File: config.mk
export PLATFORM = sky130hd
export DESIGN_NAME = tlul_sram_bridge_flat
export DESIGN_NICKNAME = d
export VERILOG_FILES = /design/src/rtl/tlul_pkg.sv /design/src/rtl/tlul_sram_bridge_pkg.sv /design/src/rtl/tlul_sram_bridge_if.sv /design/src/rtl/tlul_sram_rsp_fifo.sv /design/src/rtl/tlul_sram_bridge.sv /design/src/flat_wrapper.sv
export SDC_FILE = /design/constraint.sdc
export NUM_CORES = 1
export LEC_CHECK = 0
export BUFFER_PORTS_ARGS = -buffer_cell sky130_fd_sc_hd__buf_4
export CAP_MARGIN = 10
export CORE_MARGIN = 10
export CORE_UTILIZATION = 49
export CTS_CLUSTER_DIAMETER = 60
export CTS_CLUSTER_SIZE = 10
export DETAILED_ROUTE_END_ITERATION = 8
export PLACE_DENSITY = 0.91
export SKIP_LAST_GASP = 1
export SLEW_MARGIN = 10
export SYNTH_ARGS = -nofsm -noshare
export SYNTH_HDL_FRONTEND = slang
export SYNTH_SLANG_ARGS = --single-unit
File: constraint.sdc
create_clock -name clk_i -period 5.1 [get_ports clk_i]
set_input_delay 1.02 -clock clk_i [delete_from_list [all_inputs] [get_ports clk_i]]
set_output_delay 1.02 -clock clk_i [all_outputs]
set_load 0.01 [all_outputs]
File: src/rtl/tlul_pkg.sv
// Minimal TL-UL type slice shared by the host adapters and device-side bridges.
`default_nettype none

package tlul_pkg;

  localparam logic [2:0] PutFullData    = 3'h0;
  localparam logic [2:0] PutPartialData = 3'h1;
  localparam logic [2:0] Get            = 3'h4;

  localparam logic [2:0] AccessAck      = 3'h0;
  localparam logic [2:0] AccessAckData  = 3'h1;

  typedef struct packed {
    logic        a_valid;
    logic [2:0]  a_opcode;
    logic [1:0]  a_size;
    logic [7:0]  a_source;
    logic [31:0] a_address;
    logic [3:0]  a_mask;
    logic [31:0] a_data;
    logic        d_ready;
  } tl_h2d_t;

  typedef struct packed {
    logic        d_valid;
    logic [2:0]  d_opcode;
    logic [2:0]  d_param;
    logic [1:0]  d_size;
    logic [7:0]  d_source;
    logic        d_sink;
    logic [31:0] d_data;
    logic [7:0]  d_user;
    logic        d_error;
    logic        a_ready;
  } tl_d2h_t;

endpackage

`default_nettype wire

File: src/rtl/tlul_sram_bridge_pkg.sv
// Types and helpers for the TL-UL to single-port SRAM bridge.
`default_nettype none

package tlul_sram_bridge_pkg;

  typedef struct packed {
    logic [2:0]  opcode;
    logic [1:0]  size;
    logic [7:0]  source;
    logic        error;
    logic [31:0] data;
  } rsp_entry_t;

  typedef enum logic [2:0] {
    ErrNone,
    ErrOpcode,
    ErrSize,
    ErrAlign,
    ErrMask,
    ErrFullMask,
    ErrRange
  } err_cause_t;

  // Byte lanes a beat of the given size may touch at the given word offset.
  function automatic logic [3:0] lane_mask(input logic [1:0] size, input logic [1:0] offset);
    case (size)
      2'd0:    lane_mask = 4'b0001 << offset;
      2'd1:    lane_mask = offset[1] ? 4'b1100 : 4'b0011;
      default: lane_mask = 4'b1111;
    endcase
  endfunction

endpackage

`default_nettype wire

File: src/rtl/tlul_sram_bridge_if.sv
// TL-UL request/response pair between a host adapter and the SRAM bridge.
`default_nettype none

interface tlul_sram_bridge_if;

  tlul_pkg::tl_h2d_t tl_i;
  tlul_pkg::tl_d2h_t tl_o;

  modport master (output tl_i, input tl_o);
  modport slave  (input tl_i, output tl_o);

endinterface

`default_nettype wire

File: src/rtl/tlul_sram_rsp_fifo.sv
// Synchronous-reset response FIFO; head is readable combinationally.
`default_nettype none

module tlul_sram_rsp_fifo
  import tlul_sram_bridge_pkg::*;
#(
  parameter int DEPTH = 2,
  localparam int PW = (DEPTH > 1) ? $clog2(DEPTH) : 1,
  localparam int CW = $clog2(DEPTH + 1)
) (
  input  logic          clk_i,
  input  logic          rst_ni,
  input  logic          push,
  input  rsp_entry_t    wdata,
  input  logic          pop,
  output rsp_entry_t    rdata,
  output logic          full,
  output logic          empty,
  output logic [CW-1:0] count
);

  rsp_entry_t mem [DEPTH];
  logic [PW-1:0] wptr, rptr;
  logic pop_en;

  assign empty  = (count == '0);
  assign full   = (count == CW'(DEPTH));
  assign pop_en = pop && !empty;
  assign rdata  = mem[rptr];

  always_ff @(posedge clk_i) begin
    if (push) begin
      mem[wptr] <= wdata;
    end
  end

  always_ff @(posedge clk_i) begin
    if (!rst_ni) begin
      wptr  <= '0;
      rptr  <= '0;
      count <= '0;
    end else begin
      if (push) begin
        wptr <= (wptr == PW'(DEPTH - 1)) ? '0 : wptr + 1'b1;
      end
      if (pop_en) begin
        rptr <= (rptr == PW'(DEPTH - 1)) ? '0 : rptr + 1'b1;
      end
      case ({push, pop_en})
        2'b10:   count <= count + CW'(1);
        2'b01:   count <= count - CW'(1);
        default: count <= count;
      endcase
    end
  end

endmodule

`default_nettype wire

File: src/rtl/tlul_sram_bridge.sv
// TL-UL device bridge onto a 1-cycle-latency single-port word SRAM with buffered responses.
`default_nettype none

module tlul_sram_bridge
  import tlul_pkg::*;
  import tlul_sram_bridge_pkg::*;
#(
  parameter int SRAM_DEPTH          = 4096,
  parameter int OUTSTANDING         = 3,
  parameter bit ERR_ON_OUT_OF_RANGE = 1'b1,
  localparam int SRAM_AW            = $clog2(SRAM_DEPTH)
) (
  input  logic               clk_i,
  input  logic               rst_ni,
  tlul_sram_bridge_if.slave  tl,
  output logic               sram_req_o,
  output logic               sram_we_o,
  output logic [SRAM_AW-1:0] sram_addr_o,
  output logic [31:0]        sram_wdata_o,
  output logic [31:0]        sram_wmask_o,
  input  logic [31:0]        sram_rdata_i
);

  localparam int FIFO_DEPTH = OUTSTANDING - 1;
  localparam int CNT_W      = $clog2(FIFO_DEPTH + 1);

  tl_h2d_t    req;
  err_cause_t err_cause;
  logic       is_get, is_put, misaligned, out_of_range;
  logic [3:0] lanes;
  logic       a_ready, accept, d_valid, pop;

  assign req = tl.tl_i;

  always_comb begin
    is_get       = (req.a_opcode == Get);
    is_put       = (req.a_opcode == PutFullData) || (req.a_opcode == PutPartialData);
    lanes        = lane_mask(req.a_size, req.a_address[1:0]);
    misaligned   = ((req.a_size == 2'd1) && req.a_address[0]) ||
                   ((req.a_size == 2'd2) && (req.a_address[1:0] != 2'b00));
    out_of_range = (req.a_address >> 2) >= 32'(SRAM_DEPTH);
    err_cause    = ErrNone;
    if (!(is_get || is_put))                                          err_cause = ErrOpcode;
    else if (req.a_size > 2'd2)                                       err_cause = ErrSize;
    else if (misaligned)                                              err_cause = ErrAlign;
    else if (is_put && (((req.a_mask & ~lanes) != 4'h0) || (req.a_mask == 4'h0)))
                                                                      err_cause = ErrMask;
    else if ((req.a_opcode == PutFullData) && (req.a_mask != lanes))  err_cause = ErrFullMask;
    else if (ERR_ON_OUT_OF_RANGE && out_of_range)                     err_cause = ErrRange;
  end

  assign accept       = req.a_valid && a_ready;
  assign sram_req_o   = accept && (err_cause == ErrNone);
  assign sram_we_o    = !is_get;
  assign sram_addr_o  = req.a_address[SRAM_AW+1:2];
  assign sram_wdata_o = req.a_data;
  assign sram_wmask_o = {{8{req.a_mask[3]}}, {8{req.a_mask[2]}},
                         {8{req.a_mask[1]}}, {8{req.a_mask[0]}}};

  logic             stage_valid, stage_held, stage_error, stage_is_read, stage_push;
  logic [2:0]       stage_opcode;
  logic [1:0]       stage_size;
  logic [7:0]       stage_source;
  logic [31:0]      stage_data, live_data;
  logic             fifo_full, fifo_empty;
  logic [CNT_W-1:0] fifo_count;
  rsp_entry_t       push_entry, head;

  assign a_ready    = rst_ni && ((32'(fifo_count) + 32'(stage_valid)) < 32'(OUTSTANDING));
  assign live_data  = (stage_is_read && !stage_error) ? sram_rdata_i : 32'h0;
  assign stage_push = stage_valid && (!fifo_full || pop);

  // With the FIFO full and no pop, the stage keeps its entry and latches the read data.
  always_ff @(posedge clk_i) begin
    if (!rst_ni) begin
      stage_valid <= 1'b0;
      stage_held  <= 1'b0;
    end else begin
      if (stage_push) begin
        stage_valid <= 1'b0;
        stage_held  <= 1'b0;
      end else if (stage_valid) begin
        stage_held  <= 1'b1;
      end
      if (accept) begin
        stage_valid <= 1'b1;
        stage_held  <= 1'b0;
      end
    end
  end

  always_ff @(posedge clk_i) begin
    if (accept) begin
      stage_opcode  <= is_get ? AccessAckData : AccessAck;
      stage_size    <= req.a_size;
      stage_source  <= req.a_source;
      stage_error   <= (err_cause != ErrNone);
      stage_is_read <= is_get;
    end
    if (stage_valid && !stage_push && !stage_held) begin
      stage_data <= live_data;
    end
  end

  always_comb begin
    push_entry.opcode = stage_opcode;
    push_entry.size   = stage_size;
    push_entry.source = stage_source;
    push_entry.error  = stage_error;
    push_entry.data   = stage_held ? stage_data : live_data;
  end

  tlul_sram_rsp_fifo #(
    .DEPTH (FIFO_DEPTH)
  ) u_rsp_fifo (
    .clk_i  (clk_i),
    .rst_ni (rst_ni),
    .push   (stage_push),
    .wdata  (push_entry),
    .pop    (pop),
    .rdata  (head),
    .full   (fifo_full),
    .empty  (fifo_empty),
    .count  (fifo_count)
  );

  assign d_valid = rst_ni && !fifo_empty;
  assign pop     = d_valid && req.d_ready;

  always_comb begin
    tl.tl_o         = '0;
    tl.tl_o.a_ready = a_ready;
    if (d_valid) begin
      tl.tl_o.d_valid  = 1'b1;
      tl.tl_o.d_opcode = head.opcode;
      tl.tl_o.d_size   = head.size;
      tl.tl_o.d_source = head.source;
      tl.tl_o.d_data   = head.data;
      tl.tl_o.d_error  = head.error;
    end
  end

endmodule

`default_nettype wire

File: src/flat_wrapper.sv
// flat-port wrapper written by rule: the top's interface ports become plain ports
module tlul_sram_bridge_flat import tlul_pkg::*; import tlul_sram_bridge_pkg::*;
#(
  parameter int SRAM_DEPTH          = 4096,
  parameter int OUTSTANDING         = 3,
  parameter bit ERR_ON_OUT_OF_RANGE = 1'b1,
  localparam int SRAM_AW            = $clog2(SRAM_DEPTH)
)
  (clk_i, rst_ni, sram_req_o, sram_we_o, sram_addr_o, sram_wdata_o, sram_wmask_o, sram_rdata_i, tl_tl_i, tl_tl_o);
  tlul_sram_bridge_if tl_i ();
  input  logic clk_i;
  input  logic rst_ni;
  output logic sram_req_o;
  output logic sram_we_o;
  output logic [SRAM_AW-1:0] sram_addr_o;
  output logic [31:0] sram_wdata_o;
  output logic [31:0] sram_wmask_o;
  input  logic [31:0] sram_rdata_i;
  input wire logic [$bits(tl_i.tl_i)-1:0] tl_tl_i;
  output wire logic [$bits(tl_i.tl_o)-1:0] tl_tl_o;
  assign tl_i.tl_i = tl_tl_i;
  assign tl_tl_o = tl_i.tl_o;
  tlul_sram_bridge #(.SRAM_DEPTH(SRAM_DEPTH), .OUTSTANDING(OUTSTANDING), .ERR_ON_OUT_OF_RANGE(ERR_ON_OUT_OF_RANGE)) u_core (.clk_i(clk_i), .rst_ni(rst_ni), .tl(tl_i), .sram_req_o(sram_req_o), .sram_we_o(sram_we_o), .sram_addr_o(sram_addr_o), .sram_wdata_o(sram_wdata_o), .sram_wmask_o(sram_wmask_o), .sram_rdata_i(sram_rdata_i));
endmodule
==> flow_summary.ini, run 1 <==
[critical_path]
crit_path_max_incr_delay_ns = 0.53
cp_max_fo = 6
cp_data_arrival_time_ns = 2.78
required_ns = 4.08
path_cells = buf_4 > nand2b_1 > a21oi_1 > ha_1 > nand4_1 > a22o_1 > or4_4 > nor2_2 > buf_4
path_class = input pin to primary output
cp-start-kind = input pin
crit_top_cell = buf_4
slowest_stage = or4_4
end_kind = primary output

[die]
die_w_um = 135
core-area_mm2 = 0.0128
die_h_um = 135
placementRows = 41
start_util = 0.507
die_area_mm2 = 0.0182
pin_count = 255

[outcome]
outcome = completed

[placed_design]
gp_congestion = 0.793
io_buffers = 152
dp_hpwl_mm = 10.9

[finish]
area.growth.synth_to_final_pct = 21.2
final_core_util = 0.615
fillers = 901
regArea_mm2 = 0.00411
multi_input_area_mm2 = 0.00167
layout-drive-gt1-share = 0.412
final_nets = 674
diodes = 0

[drt]
drtPass1Iterations = 4
routedWlPerCell_um = 20.8
drc = 0
drt_iter0_drc = 280
via_count = 3807
routed_wl_mm = 15.3
via_per_inst = 5.18
drtAntennaViolNets = 0

[synthesis]
netlist_top_cells_area = edfxtp_1, buf_4, mux2i_1
synth.top_cell.area_share = 0.612
ys_seq_elements = 139
synth_edf_count = 132
yosys.area.top_type = edfxtp_1
ys_seq_area_frac = 0.634
synth_most_common_cell = edfxtp_1
ys_types = 37
synth_area_mm2 = 0.00648
synth_warnings = 0
synth_ff_type = edfxtp_1
syn_inst = 468
synthTopCellsByCount = edfxtp_1, buf_4, nor2_1, mux2i_1, and2_1
synth_area_per_cell_um2 = 13.8
synthArstFlopShare = 0

[global_route]
grtUsageTotal = 0.165
grt_pass1_vias = 4311
gr-total-overflow = 0
antenna_found_initial = 0
grt_max_degree = 46
grt_pass1_wl_mm = 23.4

[clocking]
post-cts-setup-buffer-count = 0
htreeDepth = 4
cts_resized = 0
cts_tree = yes
cts_hold_buf = 0
clkSinkCount = 139
clk_latency_ns = 0.42
numCtsBuffers = 17
root_buffer = clkbuf_16
path_clk_slew_ns = 0.06
clockBufferDepth = 2

[power_and_ir_drop]
peakVddDrop_uv = 254
p_leak_nw = 3.03
cellPowerDensity_mw_per_mm2 = 358
total_power_w = 0.00281

[timing]
fin_crit_sh = 0.746
hold_viol_final = 0
fmax_mhz = 263
rsz0062_at_grt = no
worst_pin_slew_ns = 0.939
period_minus_slack_ns = 3.80
setup_viol = 0
slew_headroom = 0.374
clock_skew_ns = 0.00760
setup-tns-final_ns = 0
report.final.slew_viol_count = 0

[run]
maxCapViolCount = 0

[min_path]
hold_class = flip-flop to flip-flop
## cell usage in the layout, fill, tap and decap left out, drive strengths merged, types with 5 or more instances in the layout
| cell | synthesis | routed |
|---|---|---|
| and2 | 34 | 34 |
| buf | 99 | 158 |
| bufinv | 0 | 5 |
| clkbuf | 9 | 18 |
| conb | 1 | 14 |
| dfxtp | 7 | 7 |
| edfxtp | 132 | 132 |
| ha | 7 | 7 |
| inv | 7 | 10 |
| mux2 | 32 | 32 |
| mux2i | 44 | 44 |
| nor2 | 56 | 56 |
| nor4 | 5 | 5 |
## layer usage
metal	GRT usage	wire length, um	vias to the layer above
met1	0.161	5400	1856
met4	0.0628	382	0
met2	0.297	8170	180
met5	0	0	-
li1	-	-	1725
met3	0.0734	1330	46
## final timing paths
path,cells after the start,from,slack [ns],end
setup / recovery,9,tl_tl_i[77],1.30,sram_req_o
hold / removal,0,u_core.stage_source[2],0.45,u_core.u_rsp_fifo.mem[0][35]
setup reg to reg,4,u_core.u_rsp_fifo.count[0],2.77,u_core.u_rsp_fifo.mem[1][11]
hold reg to reg,0,u_core.stage_source[2],0.45,u_core.u_rsp_fifo.mem[0][35]
## area by class of cell
type	count	share of cell area
flip-flops and latches	139	0.523
multi-input cells	227	0.213
repair buffers	158	0.151
clock buffers	18	0.0547
clock inverters	14	0.0276
well taps	172	0.0274
inverters	7	0.00335
## registers in the layout, summed over array words and instances (netlist names), named ones only
name / flops
u_core.u_rsp_fifo.rptr: 1
u_core.u_rsp_fifo.wptr: 1
u_core.u_rsp_fifo.count: 2
u_core.u_rsp_fifo.mem: 88
u_core.stage_size: 2
u_core.stage_error: 1
u_core.stage_valid: 1
u_core.stage_is_read: 1
u_core.stage_held: 1
u_core.stage_source: 8
u_core.stage_data: 32
## metrics by stage
| step | area (um2) | cells | worst slack (ns) | hold slack (ns) |
|---|---|---|---|---|
| after floorplan | 6530 | 481 | 1.23 | 0.421 |
| after global placement | 7200 | 703 | 1.42 | 0.425 |
| after detailed placement | 7200 | 703 | 1.29 | 0.437 |
| after CTS | 7850 | 735 | 1.28 | 0.450 |
| after global routing | 7850 | 735 | 1.17 | 0.459 |
| final | 7850 | 735 | 1.30 | 0.453 |
## report_power, final
group	internal (W)	total [W]	switching, W
logic	0.000103	0.000204	0.000101
clock network	0.000869	0.00133	0.000460
registers	0.00126	0.00128	0.0000142
## cell families (layout without fill, tap and decap cells)
logic type | after synthesis | in the layout | synth area share
other | 1 | 14 | 0.000579
XOR/XNOR | 5 | 5 | 0.00676
adder cells (fa/ha/maj) | 7 | 7 | 0.0135
AND/OR/NAND/NOR | 112 | 112 | 0.0873
flip-flops | 139 | 139 | 0.634
multiplexers | 76 | 76 | 0.124
buffers and inverters | 115 | 197 | 0.121
AO/OA/AOI/OAI | 13 | 13 | 0.0135
## critical path, delay by kind of cell
family / cells / cell delay [ns]
AND/OR/NAND/NOR: 4 / 0.90
adder cells (fa/ha/maj): 1 / 0.16
AO/OA/AOI/OAI: 2 / 0.44
buffers and inverters: 2 / 0.26
Note: power is estimated with default switching activity, not from simulation.
==> run 2, diff against run 1 <==
--- a/config.mk
+++ b/config.mk
@@ -5,14 +5,15 @@
 export SDC_FILE = /design/constraint.sdc
 export NUM_CORES = 1
 export LEC_CHECK = 0
+export ABC_AREA = 1
 export BUFFER_PORTS_ARGS = -buffer_cell sky130_fd_sc_hd__buf_4
 export CAP_MARGIN = 10
 export CORE_MARGIN = 10
-export CORE_UTILIZATION = 49
+export CORE_UTILIZATION = 50
 export CTS_CLUSTER_DIAMETER = 60
 export CTS_CLUSTER_SIZE = 10
 export DETAILED_ROUTE_END_ITERATION = 8
-export PLACE_DENSITY = 0.91
+export PLACE_DENSITY = 0.92
 export SKIP_LAST_GASP = 1
 export SLEW_MARGIN = 10
 export SYNTH_ARGS = -nofsm -noshare
==> constraint.sdc (replaced) <==
create_clock -name clk_i -period 3.9 [get_ports clk_i]
set_input_delay 0.78 -clock clk_i [delete_from_list [all_inputs] [get_ports clk_i]]
set_output_delay 0.78 -clock clk_i [all_outputs]
set_load 0.01 [all_outputs]
==> flow_summary.ini, run 2 <==
[placed_design]
io_buffers = 176
pre_cts_ws_ns = 1.12
dp_hpwl_mm = 11.0
dpl-instance-area_mm2 = 0.00774
gp_congestion = 0.787

[clocking]
path_clk_slew_ns = 0.06
clk_latency_ns = 0.40
cts_tree = yes
cts_hold_buf = 0
root_buffer = clkbuf_16
numCtsBuffers = 17
clockBufferDepth = 2
post-cts-setup-buffer-count = 0
clkSinkCount = 139
htreeDepth = 4
cts_resized = 0

[timing]
slew_headroom = 0.227
setup_ws_ns = 1.01
fin_crit_sh = 0.742
rsz0062_at_grt = no
clock_skew_ns = 0.0136
setup_viol = 0
worst_pin_slew_ns = 1.16
report.final.slew_viol_count = 0
setup-tns-final_ns = 0
hold_viol_final = 0
fmax_mhz = 346
period_minus_slack_ns = 2.89

[critical_path]
cp_data_arrival_time_ns = 2.11
cp_max_fo = 31
end_kind = primary output
slowest_stage = dfxtp_2
path_cells = buf_4 > mux2_2 > nand2_1 > inv_1 > buf_4
crit_path_max_incr_delay_ns = 0.56
path_class = flip-flop to primary output
crit_top_cell = buf_4
cp-start-kind = flip-flop
required_ns = 3.12

[die]
die_h_um = 137
core-area_mm2 = 0.0133
die_w_um = 137
pin_count = 255
placementRows = 42
start_util = 0.515
die_area_mm2 = 0.0188

[drt]
via_per_inst = 4.71
drtPass1Iterations = 4
drtAntennaViolNets = 0
routedWlPerCell_um = 16.4
via_count = 4465
drc = 0
drt_iter0_drc = 254
routed_wl_mm = 15.5

[synthesis]
synth.top_cell.area_share = 0.577
netlist_top_cells_area = edfxtp_1, buf_4, nand2_1
ys_types = 23
synthArstFlopShare = 0
synth_area_mm2 = 0.00687
synth_warnings = 0
yosys.area.top_type = edfxtp_1
ys_seq_area_frac = 0.598
synth_most_common_cell = nand2_1
syn_inst = 659
synthTopCellsByCount = nand2_1, edfxtp_1, inv_1, buf_4, nor2_1
synth_edf_count = 132
synth_ff_type = edfxtp_1
synth_area_per_cell_um2 = 10.4
ys_seq_elements = 139

[finish]
final_nets = 885
diodes = 0
layout-drive-gt1-share = 0.338
largest_reg_flops = 88
area.growth.synth_to_final_pct = 20.8
layout_common_cells = buf_4, nand2_1, edfxtp_1, inv_1, nor2_1
final_area_mm2 = 0.00829
fillers = 1043
regArea_mm2 = 0.00411
multi_input_area_mm2 = 0.00170
largest_registers = u_core.u_rsp_fifo.mem x88, u_core.stage_data x32, u_core.stage_source x8
final_common_cell = buf_4
largest_register = u_core.u_rsp_fifo.mem

[global_route]
grt_pass1_wl_mm = 23.9
grt_max_degree = 46
grtUsageTotal = 0.164
grt_pass1_vias = 4850
antenna_found_initial = 0
gr-total-overflow = 0

[power_and_ir_drop]
p_leak_nw = 3.90
peakVddDrop_uv = 232
cellPowerDensity_mw_per_mm2 = 422

[run]
maxCapViolCount = 0

[min_path]
hold_class = flip-flop to flip-flop

[outcome]
outcome = completed
[run 2: layout make-up]
cell class / instances / area share
sequential: 139 / 0.495
inverter: 95 / 0.0430
clock buffer: 17 / 0.0513
tap: 176 / 0.0265
multi-input combinational: 327 / 0.205
timing repair buffer: 181 / 0.164
clock inverter: 13 / 0.0157
[run 2: kinds of logic after synthesis]
group,synth area share
XOR/XNOR,0.00128
AO/OA/AOI/OAI,0.0151
adder cells (fa/ha/maj),0.0128
flip-flops,0.598
AND/OR/NAND/NOR,0.136
other,0.000546
multiplexers,0.0721
buffers and inverters,0.165
[run 2: through the flow]
stage | utilization | power, W | hold WS (ns) | cells
2_1_floorplan | - | 0.00192 | 0.421 | 672
4_1_cts | 0.621 | 0.00353 | 0.452 | 948
5_1_grt | 0.621 | 0.00362 | 0.464 | 948
3_5_place_dp | 0.580 | 0.00203 | 0.440 | 918
3_3_place_gp | 0.580 | 0.00202 | 0.422 | 918
6_report | 0.621 | 0.00350 | 0.450 | 948
[run 2: power by group]
part | leakage (nW) | internal, W | switching (W)
Sequential | 1.27 | 0.00166 | 0.0000135
Clock | 0.263 | 0.000926 | 0.000578
Combinational | 2.37 | 0.000158 | 0.000166
Total | 3.90 | 0.00274 | 0.000758
[run 2: final timing paths]
path | depth (start not counted) | from | slack, ns | endpoint
worst max-delay path | 5 | flip-flop | 1.01 | tl_tl_o[30]
worst min-delay path | 0 | u_core.stage_source[1] | 0.45 | u_core.u_rsp_fifo.mem[1][34]
worst max register to register | 7 | u_core.u_rsp_fifo.count[1] | 1.69 | u_core.u_rsp_fifo.mem[0][20]
worst min register to register | 0 | u_core.stage_source[1] | 0.45 | u_core.u_rsp_fifo.mem[1][34]
[run 2: layer usage]
metal,wire length [um],GRT usage,up-vias
li1,-,-,2199
met1,5620,0.163,2075
met2,8470,0.306,169
met3,1280,0.0561,22
met4,183,0.0650,0
met5,0,0,-
[run 2: critical path: cells and delay by family (launching register included)]
kind                   cells  cell delay [ns]
buffers and inverters      3             0.66
DFF                        1             0.56
muxes                      1             0.40
and+or+nand+nor            1             0.08
==> run 3, diff against run 2 <==
--- a/config.mk
+++ b/config.mk
@@ -9,11 +9,11 @@
 export BUFFER_PORTS_ARGS = -buffer_cell sky130_fd_sc_hd__buf_4
 export CAP_MARGIN = 10
 export CORE_MARGIN = 10
-export CORE_UTILIZATION = 50
+export CORE_UTILIZATION = 45
 export CTS_CLUSTER_DIAMETER = 60
 export CTS_CLUSTER_SIZE = 10
 export DETAILED_ROUTE_END_ITERATION = 8
-export PLACE_DENSITY = 0.92
+export PLACE_DENSITY = 0.88
 export SKIP_LAST_GASP = 1
 export SLEW_MARGIN = 10
 export SYNTH_ARGS = -nofsm -noshare
==> constraint.sdc (replaced) <==
create_clock -name clk_i -period 2.6 [get_ports clk_i]
set_input_delay 0.52 -clock clk_i [delete_from_list [all_inputs] [get_ports clk_i]]
set_output_delay 0.52 -clock clk_i [all_outputs]
set_load 0.01 [all_outputs]
==> flow_summary.ini, run 3 (synthesis results as in run 2) <==
[critical_path]
required_ns = 2.08
r2r_cells = 5
critPathCapture = sram_req_o
worst_r2r_endpoint = u_core.stage_source[3]
end_kind = primary output
cp_max_fo = 6
crit_top_cell = ha_1
regToRegStartpoint = u_core.stage_valid
worstSetupStartpoint = u_core.stage_valid
cp_data_arrival_time_ns = 1.97
crit_path_max_incr_delay_ns = 0.42
path_cells = ha_1 > ha_1 > a211oi_2 > nand2_1 > nor2_1 > buf_4
slowest_stage = dfxtp_1
r2r_slack_ns = 0.48
cp-start-kind = flip-flop
path_class = flip-flop to primary output

[clocking]
clk_latency_ns = 0.41
htreeDepth = 4
numCtsBuffers = 17
clockBufferDepth = 2
cts_tree = yes
clkSinkCount = 139
path_clk_slew_ns = 0.06
root_buffer = clkbuf_16

[power_and_ir_drop]
seq_power_share = 0.459
total_power_w = 0.00545
p_leak_nw = 3.96
power_switching_w = 0.00113
pwr-share-clk = 0.449
cellPowerDensity_mw_per_mm2 = 646
p_int_w = 0.00432
switching_share = 0.207
comb_power_share = 0.092
peakVddDrop_uv = 372

[placed_design]
gp_congestion = 0.781
dpl-instance-area_mm2 = 0.00783
dp_hpwl_mm = 11.3
io_buffers = 176
place_inst = 933

[timing]
slew_headroom = 0.284
fmax_mhz = 401
fin_crit_sh = 0.960
clock_skew_ns = 0.00806
worst_pin_slew_ns = 1.07
period_minus_slack_ns = 2.49
report.final.slew_viol_count = 0
setup_viol = 0
hold_viol_final = 0

[finish]
largest_register = u_core.u_rsp_fifo.mem
layout-drive-gt1-share = 0.342
fin_cells = 965
largest_reg_flops = 88
area.growth.synth_to_final_pct = 22.9
fillers = 1294
layout_common_cells = buf_4, nand2_1, edfxtp_1, inv_1, nor2_1
final_common_cell = buf_4
largest_registers = u_core.u_rsp_fifo.mem x88, u_core.stage_data x32, u_core.stage_source x8
diodes = 0
final_nets = 888
final_area_mm2 = 0.00844

[drt]
routedWlPerCell_um = 16.4
via_per_inst = 4.70
routed_wl_mm = 15.8
drtPass1Iterations = 5
via_count = 4534
drt_iter0_drc = 247
drtAntennaViolNets = 0
drc = 0

[global_route]
use_met3 = 0.0521
antenna_found_initial = 0
gr-usage-met2 = 0.283
grt_pass1_vias = 4905
top_usage_layer = met2
grtUsageTotal = 0.155
grt_pass1_wl_mm = 24.6
gr-total-overflow = 0
grt_max_degree = 46
grtUsageMet1 = 0.157

[run]
maxCapViolCount = 0

[min_path]
hold_class = input pin to flip-flop
hp-start = tl_tl_i[73]

[die]
placementRows = 45
die_area_mm2 = 0.0206
start_util = 0.455
die_h_um = 144
core-area_mm2 = 0.0151
die_w_um = 144
pin_count = 255

[outcome]
outcome = completed
==> run 3: cell count changes in the layout (fill, tap and decap cells not counted) <==
cell | before | now
a211oi_1 | 1 | 0
a211oi_2 | 0 | 1
buf_12 | 0 | 4
buf_4 | 181 | 180
bufinv_16 | 2 | 4
clkbuf_1 | 0 | 2
clkinv_1 | 3 | 2
clkinv_2 | 2 | 3
clkinv_4 | 3 | 2
clkinvlp_4 | 3 | 2
==> run 3: metal layers <==
layer	wire length, um	vias to the layer above
li1	-	2215
met1	5750	2133
met2	8610	170
met3	1210	16
met4	236	0
met5	0	-
==> run 3: power by group through the flow <==
stage                     Combinational [W]  Sequential, W  Clock (W)
final                              0.000503        0.00250    0.00245
after detailed placement           0.000509        0.00255          0
after global routing               0.000557        0.00250    0.00261
after floorplan                    0.000344        0.00254          0
after CTS                          0.000511        0.00250    0.00250
after global placement             0.000496        0.00254          0
==> run 3: worst min-delay path by stage <==
stage / to / slack, ns / cells past startpoint
floorplan: u_core.u_rsp_fifo.mem[0][33] / 0.42 / 0
global placement: u_core.u_rsp_fifo.mem[1][39] / 0.42 / 0
detailed placement: u_core.u_rsp_fifo.mem[1][33] / 0.43 / 0
CTS: u_core.stage_source[4] / 0.26 / 1
global route: u_core.stage_source[4] / 0.26 / 1
finish: u_core.stage_source[4] / 0.29 / 1
==> run 3: worst max-delay path, delay by kind of cell (launching register included) <==
family	cells	cell delay (ns)
and+or+nand+nor	2	0.29
AOI/OAI and AO/OA	1	0.27
adders and majority gates	2	0.44
DFF	1	0.42
buffers and inverters	1	0.13
==> run 3: what timing repair did <==
| action | CTS | global route |
|---|---|---|
| hold endpoints to repair | 0 | 0 |
| setup endpoints to repair | 0 | 1 |
| buffers inserted | 0 | 0 |
| resized for setup | 0 | 1 |
| hold buffers | 0 | 0 |
==> run 3: cell type report <==
type	instances	area, um2	share of cell area
repair buffers	184	1430	0.170
well taps	188	235	0.0279
inverters	95	357	0.0423
flip-flops and latches	139	4110	0.486
multi-input cells	327	1700	0.202
clock inverters	13	175	0.0208
clock buffers	19	433	0.0513
==> run 3: per-stage QoR <==
stage,util,setup slack [ns],TNS (ns),hold WS [ns]
6_report,0.559,0.105,0,0.286
5_1_grt,0.559,-0.0262,-0.0262,0.259
2_1_floorplan,-,0.288,0,0.421
3_3_place_gp,0.519,0.324,0,0.423
4_1_cts,0.559,0.0389,0,0.262
3_5_place_dp,0.519,0.245,0,0.432
